==> src/rtl/i2c_pkg.sv <==
// Shared I2C definitions: address/byte widths and the target-side state encoding.
// Also imported by i2c_master.
package i2c_pkg;

    localparam int I2C_ADDR_W = 7;
    localparam int I2C_BYTE_W = 8;

    typedef enum logic [2:0] {
        ST_IDLE      = 3'd0,
        ST_ADDR      = 3'd1,
        ST_ACK_ADDR  = 3'd2,
        ST_WRITE     = 3'd3,
        ST_ACK_WRITE = 3'd4,
        ST_READ      = 3'd5,
        ST_ACK_READ  = 3'd6
    } slave_state_t;

endpackage

==> src/rtl/i2c_slave_if.sv <==
// Pad-side and user-side signals of the I2C target, bundled with directional modports.
interface i2c_slave_if;
    import i2c_pkg::*;

    logic                  i2c_scl;
    logic                  i2c_sda_in;
    logic                  i2c_sda_oe;
    logic [I2C_BYTE_W-1:0] rx_data;
    logic                  rx_valid;
    logic [I2C_BYTE_W-1:0] tx_data;
    logic                  tx_req;
    logic                  busy;

    modport slave (
        input  i2c_scl, i2c_sda_in, tx_data,
        output i2c_sda_oe, rx_data, rx_valid, tx_req, busy
    );

    modport master (
        output i2c_scl, i2c_sda_in, tx_data,
        input  i2c_sda_oe, rx_data, rx_valid, tx_req, busy
    );

endinterface

==> src/rtl/i2c_bus_sync.sv <==
// SCL/SDA synchronisers plus edge, START and STOP detection on the synchronised lines.
// Chains preset to 1 so an idle bus produces no spurious events out of reset.
module i2c_bus_sync #(
    parameter int SYNC_STAGES = 2
) (
    input  logic clk,
    input  logic reset,
    input  logic scl,
    input  logic sda,
    output logic s_scl,
    output logic s_sda,
    output logic scl_rise,
    output logic scl_fall,
    output logic start_det,
    output logic stop_det
);

    logic [SYNC_STAGES-1:0] scl_sync;
    logic [SYNC_STAGES-1:0] sda_sync;
    logic                   scl_d;
    logic                   sda_d;

    always_ff @(posedge clk or posedge reset) begin
        if (reset) begin
            scl_sync <= '1;
            sda_sync <= '1;
            scl_d    <= 1'b1;
            sda_d    <= 1'b1;
        end else begin
            scl_sync <= {scl_sync[SYNC_STAGES-2:0], scl};
            sda_sync <= {sda_sync[SYNC_STAGES-2:0], sda};
            scl_d    <= scl_sync[SYNC_STAGES-1];
            sda_d    <= sda_sync[SYNC_STAGES-1];
        end
    end

    assign s_scl     = scl_sync[SYNC_STAGES-1];
    assign s_sda     = sda_sync[SYNC_STAGES-1];
    assign scl_rise  = s_scl & ~scl_d;
    assign scl_fall  = ~s_scl & scl_d;
    // SDA may only move with SCL high at START/STOP, so qualify on both SCL samples
    assign start_det = s_scl & scl_d & sda_d & ~s_sda;
    assign stop_det  = s_scl & scl_d & ~sda_d & s_sda;

endmodule

==> src/rtl/i2c_slave.sv <==
// Oversampled I2C target: address match, write-byte delivery and read-byte shifting.
// SDA is driven open-drain through i2c_sda_oe; the pad level supplies the tristate.
module i2c_slave
    import i2c_pkg::*;
#(
    parameter logic [I2C_ADDR_W-1:0] SLAVE_ADDR  = 7'h50,
    parameter int                    SYNC_STAGES = 2
) (
    input  logic       clk,
    input  logic       reset,
    i2c_slave_if.slave bus
);

    logic s_scl, s_sda, scl_rise, scl_fall, start_det, stop_det;

    slave_state_t          state, state_n;
    logic [3:0]            bit_cnt, bit_cnt_n;
    logic [I2C_BYTE_W-1:0] shifter, shifter_n;
    logic [I2C_BYTE_W-1:0] rx_data, rx_data_n;
    logic                  rw, rw_n;
    logic                  nack, nack_n;
    logic                  sda_oe, sda_oe_n;
    logic                  rx_valid, rx_valid_n;
    logic                  tx_req, tx_req_n;
    logic                  busy, busy_n;
    logic                  load_tx;
    logic                  sample_bit;

    i2c_bus_sync #(.SYNC_STAGES(SYNC_STAGES)) u_sync (
        .clk       (clk),
        .reset     (reset),
        .scl       (bus.i2c_scl),
        .sda       (bus.i2c_sda_in),
        .s_scl     (s_scl),
        .s_sda     (s_sda),
        .scl_rise  (scl_rise),
        .scl_fall  (scl_fall),
        .start_det (start_det),
        .stop_det  (stop_det)
    );

    assign sample_bit = scl_rise & s_scl;

    always_ff @(posedge clk or posedge reset) begin
        if (reset) begin
            state    <= ST_IDLE;
            bit_cnt  <= 4'd0;
            shifter  <= '0;
            rx_data  <= '0;
            rw       <= 1'b0;
            nack     <= 1'b1;
            sda_oe   <= 1'b0;
            rx_valid <= 1'b0;
            tx_req   <= 1'b0;
            busy     <= 1'b0;
        end else begin
            state    <= state_n;
            bit_cnt  <= bit_cnt_n;
            shifter  <= shifter_n;
            rx_data  <= rx_data_n;
            rw       <= rw_n;
            nack     <= nack_n;
            sda_oe   <= sda_oe_n;
            rx_valid <= rx_valid_n;
            tx_req   <= tx_req_n;
            busy     <= busy_n;
        end
    end

    always_comb begin
        state_n    = state;
        bit_cnt_n  = bit_cnt;
        shifter_n  = shifter;
        rx_data_n  = rx_data;
        rw_n       = rw;
        nack_n     = nack;
        sda_oe_n   = sda_oe;
        rx_valid_n = 1'b0;
        tx_req_n   = 1'b0;
        busy_n     = busy;
        load_tx    = 1'b0;

        // Bus conditions override any bit-level activity in the same cycle
        if (stop_det) begin
            state_n   = ST_IDLE;
            sda_oe_n  = 1'b0;
            busy_n    = 1'b0;
            bit_cnt_n = 4'd0;
        end else if (start_det) begin
            state_n   = ST_ADDR;
            sda_oe_n  = 1'b0;
            bit_cnt_n = 4'd0;
        end else begin
            case (state)
                ST_ADDR: begin
                    if (sample_bit && bit_cnt < 4'd8) begin
                        shifter_n = {shifter[I2C_BYTE_W-2:0], s_sda};
                        bit_cnt_n = bit_cnt + 4'd1;
                    end else if (scl_fall && bit_cnt == 4'd8) begin
                        if (shifter[I2C_BYTE_W-1:1] == SLAVE_ADDR) begin
                            state_n  = ST_ACK_ADDR;
                            sda_oe_n = 1'b1;
                            busy_n   = 1'b1;
                            rw_n     = shifter[0];
                        end else begin
                            state_n = ST_IDLE;
                            busy_n  = 1'b0;
                        end
                    end
                end
                ST_ACK_ADDR: begin
                    if (scl_fall) begin
                        if (!rw) begin
                            state_n   = ST_WRITE;
                            sda_oe_n  = 1'b0;
                            bit_cnt_n = 4'd0;
                        end else begin
                            load_tx = 1'b1;
                        end
                    end
                end
                ST_WRITE: begin
                    if (sample_bit && bit_cnt < 4'd8) begin
                        shifter_n = {shifter[I2C_BYTE_W-2:0], s_sda};
                        bit_cnt_n = bit_cnt + 4'd1;
                        if (bit_cnt == 4'd7) begin
                            rx_data_n  = {shifter[I2C_BYTE_W-2:0], s_sda};
                            rx_valid_n = 1'b1;
                        end
                    end else if (scl_fall && bit_cnt == 4'd8) begin
                        state_n  = ST_ACK_WRITE;
                        sda_oe_n = 1'b1;
                    end
                end
                ST_ACK_WRITE: begin
                    if (scl_fall) begin
                        state_n   = ST_WRITE;
                        sda_oe_n  = 1'b0;
                        bit_cnt_n = 4'd0;
                    end
                end
                ST_READ: begin
                    // bit_cnt counts bits already placed on SDA; MSB sits in shifter[7]
                    if (scl_fall) begin
                        if (bit_cnt == 4'd8) begin
                            state_n  = ST_ACK_READ;
                            sda_oe_n = 1'b0;
                        end else begin
                            sda_oe_n  = ~shifter[I2C_BYTE_W-2];
                            shifter_n = {shifter[I2C_BYTE_W-2:0], 1'b0};
                            bit_cnt_n = bit_cnt + 4'd1;
                        end
                    end
                end
                ST_ACK_READ: begin
                    if (sample_bit) begin
                        nack_n = s_sda;
                    end else if (scl_fall) begin
                        if (!nack) begin
                            load_tx = 1'b1;
                        end else begin
                            state_n = ST_IDLE;
                            busy_n  = 1'b0;
                        end
                    end
                end
                default: begin
                end
            endcase

            if (load_tx) begin
                state_n   = ST_READ;
                tx_req_n  = 1'b1;
                shifter_n = bus.tx_data;
                sda_oe_n  = ~bus.tx_data[I2C_BYTE_W-1];
                bit_cnt_n = 4'd1;
            end
        end
    end

    assign bus.i2c_sda_oe = sda_oe;
    assign bus.rx_data    = rx_data;
    assign bus.rx_valid   = rx_valid;
    assign bus.tx_req     = tx_req;
    assign bus.busy       = busy;

endmodule

==> src/flat_wrapper.sv <==
// flat-port wrapper written by rule: the top's interface ports become plain ports
module i2c_slave_flat import i2c_pkg::*;
#(
    parameter logic [I2C_ADDR_W-1:0] SLAVE_ADDR  = 7'h50,
    parameter int                    SYNC_STAGES = 2
)
  (clk, reset, bus_i2c_scl, bus_i2c_sda_in, bus_tx_data, bus_i2c_sda_oe, bus_rx_data, bus_rx_valid, bus_tx_req, bus_busy);
  i2c_slave_if bus_i ();
  input  logic clk;
  input  logic reset;
  input wire logic [$bits(bus_i.i2c_scl)-1:0] bus_i2c_scl;
  input wire logic [$bits(bus_i.i2c_sda_in)-1:0] bus_i2c_sda_in;
  input wire logic [$bits(bus_i.tx_data)-1:0] bus_tx_data;
  output wire logic [$bits(bus_i.i2c_sda_oe)-1:0] bus_i2c_sda_oe;
  output wire logic [$bits(bus_i.rx_data)-1:0] bus_rx_data;
  output wire logic [$bits(bus_i.rx_valid)-1:0] bus_rx_valid;
  output wire logic [$bits(bus_i.tx_req)-1:0] bus_tx_req;
  output wire logic [$bits(bus_i.busy)-1:0] bus_busy;
  assign bus_i.i2c_scl = bus_i2c_scl;
  assign bus_i.i2c_sda_in = bus_i2c_sda_in;
  assign bus_i.tx_data = bus_tx_data;
  assign bus_i2c_sda_oe = bus_i.i2c_sda_oe;
  assign bus_rx_data = bus_i.rx_data;
  assign bus_rx_valid = bus_i.rx_valid;
  assign bus_tx_req = bus_i.tx_req;
  assign bus_busy = bus_i.busy;
  i2c_slave #(.SLAVE_ADDR(SLAVE_ADDR), .SYNC_STAGES(SYNC_STAGES)) u_core (.clk(clk), .reset(reset), .bus(bus_i));
endmodule
==> config.mk <==
export PLATFORM = sky130hd
export DESIGN_NAME = i2c_slave_flat
export DESIGN_NICKNAME = d
export VERILOG_FILES = /design/src/rtl/i2c_pkg.sv /design/src/rtl/i2c_slave_if.sv /design/src/rtl/i2c_bus_sync.sv /design/src/rtl/i2c_slave.sv /design/src/flat_wrapper.sv
export SDC_FILE = /design/constraint.sdc
export NUM_CORES = 1
export LEC_CHECK = 0
export CAP_MARGIN = 30
export CORE_MARGIN = 3
export CORE_UTILIZATION = 45
export CTS_CLUSTER_DIAMETER = 40
export DETAILED_ROUTE_END_ITERATION = 10
export PLACE_DENSITY = 0.66
export SLEW_MARGIN = 20
export SYNTH_ARGS = -nofsm -noshare
export SYNTH_HDL_FRONTEND = slang
export SYNTH_SLANG_ARGS = --single-unit
==> constraint.sdc <==
create_clock -name clk -period 2.7 [get_ports clk]
set_input_delay 0.54 -clock clk [delete_from_list [all_inputs] [get_ports clk]]
set_output_delay 0.54 -clock clk [all_outputs]
set_load 0.02 [all_outputs]
==> flow_summary.yaml <==
run_status:
  status: "finished, final reports clean"
synth:
  synth-simple-area-share_pct: 21.4
  synthAdderAreaFrac_pct: 1.30
  synth_top_cell_by_area: "dfrtp_1"
  synthArstFlopShare_pct: 100
  yosysMostFrequentCell: "nand2_1"
  syn_inst: 200
  ys_ff_latch: 35
  synth-seq-area-share_pct: 46.0
  syn_area_mm2: 0.00192
  synth_top_family_by_area: "simple AND/OR/NAND/NOR gates"
  synthTopCellsByCount: "nand2_1, dfrtp_1, nor2_1"
  synth_cell_types: 49
  ys.flop_type: "dfrtp_1"
  synth_xor_area_share_pct: 0.910
  syn-num-nets: 214
  synth_warnings: 0
  synth_top_area_share_pct: 36.4
  synth.avg_cell_area_um2: 9.62
  post_synth_main_area_contributors: "dfrtp_1, dfstp_2, mux2_2, nand2_1, nor2_1"
  synth_edf_count: 0
  synth_mux_area_share_pct: 6.44
  synth_compound_area_share_pct: 19.2
timing:
  relSlewSlack_pct: 58.2
  period_needed_ns: 2.26
  rsz0062_at_grt: "false"
  fin_crit_sh_pct: 83.8
  fin_setup_tns_ns: 0
  clock_skew_ns: 0.00661
  maxSlewViolCount: 0
  worst_slew_pin_slew_ns: 0.625
  setup_viol: 0
  clock.fmax_mhz: 442
  finalHoldViolations: 0
cts:
  cts-buffers-inserted: 5
  cts.sinks: 35
  clkTransAtPathRegs_ns: 0.07
  h-tree-depth: 2
  ctsHoldBuffers: 0
  insertion_delay_ns: 0.28
  cts_setup_buffers: 0
  cts_tree: "yes"
  postCtsResizedCells: 0
  clockBufferDepth: 2
  cts_root_buffer: "clkbuf_8"
floorplan:
  io_pins: 24
  die_h_um: 71.4
  dieArea_mm2: 0.00510
  coreArea_mm2: 0.00406
  initial_core_util_pct: 47.4
  rows: 23
  die_width_um: 71.4
placement:
  gp_congestion: 0.888
  dpl_cell_area_mm2: 0.00217
  io_buffers: 23
  place_hpwl_um: 2950
finish:
  syn2layout_area_growth_pct: 17.4
  ff_latch_area_um2: 885
  multi_input_area_um2: 948
  fillers: 354
  antenna_cells: 0
  final_cell_area_mm2: 0.00226
  post-route-util_pct: 55.7
  drive_above_1_share_pct: 17.5
  num-nets-final: 236
worst_setup_path:
  crit_fanout: 16
  critPathCaptureType: "register"
  cp_slowest_cell: "a211oi_4"
  crit_type: "reg -> reg"
  worstPathRequired_ns: 2.90
  crit_chain: "nor2b_1, o2111ai_4, a211oi_4, nor2_1, a31oi_1"
  startpoint_type: "register"
  max_stage_delay_ns: 0.66
  arrival_ns: 2.46
route:
  first_pass_iters: 4
  remaining_drc_errors: 0
  wire_per_inst_um: 15.7
  vias: 1582
  drt_wl_total_um: 4280
  drt-initial-drc-count: 124
  ant_nets: 0
  avgViaCountPerCell: 5.79
hold_path:
  min_path_type: "reg -> reg"
global_routing:
  grt_pass1_vias: 1452
  grt_pass1_wl_um: 7090
  grtUsageTotal_pct: 17.5
  overflow: 0
  grt_antenna_before_repair: 0
  grt_max_degree: 36
power:
  p_leak_nw: 0.920
  p_per_area_mw_per_mm2: 518
  vdd_ir_drop_max_mv: 0.421
  total_power_mw: 1.17
run:
  cap_violations: 0
[cells by family after synthesis]
logic type	Yosys count
adders and majority gates	2
xor gates and xnor gates	2
AOI/OAI and AO/OA	48
DFF	35
muxes	11
buffers and inverters	19
and+or+nand+nor	83
[path summary, 6_finish.rpt]
kind / startpoint / endpoint / slack [ns] / depth (start not counted)
setup / recovery: u_core.state[1] / u_core.shifter[7] / 0.44 / 5
hold / removal: u_core.u_sync.scl_sync[0] / u_core.u_sync.scl_sync[1] / 0.36 / 0
setup reg to reg: u_core.state[1] / u_core.shifter[7] / 0.44 / 5
hold reg to reg: u_core.u_sync.scl_sync[0] / u_core.u_sync.scl_sync[1] / 0.36 / 0
max in group asynchronous: reset / u_core.u_sync.scl_d / 1.69 / 3
min in group asynchronous: reset / u_core.bus.rx_data[2] / 0.66 / 3
[layout make-up]
cell class                 count  area share [%]
clock inverter                 2           0.554
timing repair buffer          25            10.9
inverter                       9            1.50
sequential                    35            39.1
multi-input combinational    146            42.0
clock buffer                   6            3.21
tap                           50            2.77
[where the power goes]
group | internal (mW) | leakage [nW] | total, mW | switching [mW]
clock network | 0.180 | 0.0412 | 0.365 | 0.185
logic | 0.0754 | 0.452 | 0.180 | 0.105
registers | 0.571 | 0.427 | 0.626 | 0.0547
total | 0.827 | 0.920 | 1.17 | 0.345
[worst max-delay path: cells and delay by family (launching register included)]
kind               cells  cell delay [ns]
DFF                    1             0.64
and+or+nand+nor        2             0.37
AOI/OAI and AO/OA      3             1.16
[through the flow]
stage	setup slack [ns]	cells	hold slack, ns
global placement	0.579	265	0.347
CTS	0.455	273	0.357
finish	0.438	273	0.356
global route	0.216	273	0.366
floorplan	0.804	200	0.345
detailed placement	0.480	265	0.347
[per-layer routing]
metal  routed length, um  GRT usage (%)  vias to the layer above
met5                   0              0                        -
met4                  44           5.01                        0
met3                 237           5.05                        8
met2                2060           26.7                       51
met1                1940           24.3                      760
li1                    -              -                      763
[placed cells by master (no fill, tap or decap), types with 2 or more instances in the layout]
cell,count
nor3_1,4
a31oi_1,10
a21oi_1,6
nand4_1,2
dfrtp_1,28
nand3_1,9
a211oi_1,2
ha_1,2
buf_4,2
o21ai_0,12
clkdlybuf4s50_1,23
nor2b_1,4
nand2_1,31
o21ai_1,2
o22ai_1,2
clkbuf_8,5
inv_1,8
nor2_1,17
dfstp_2,7
mux2_2,11
nor3b_1,3
and2_1,2
[sequential cells by signal, summed over array words and instances (netlist names)]
name	count
u_core.shifter	8
u_core.u_sync.scl_d	1
u_core.u_sync.sda_sync	2
u_core.bus.rx_valid	1
u_core.bus.i2c_sda_oe	1
u_core.u_sync.scl_sync	2
u_core.bus.busy	1
u_core.bus.rx_data	8
u_core.state	3
u_core.bit_cnt	4
u_core.bus.tx_req	1
u_core.nack	1
u_core.u_sync.sda_d	1
u_core.rw	1
Power figures use the tool's default switching activity.
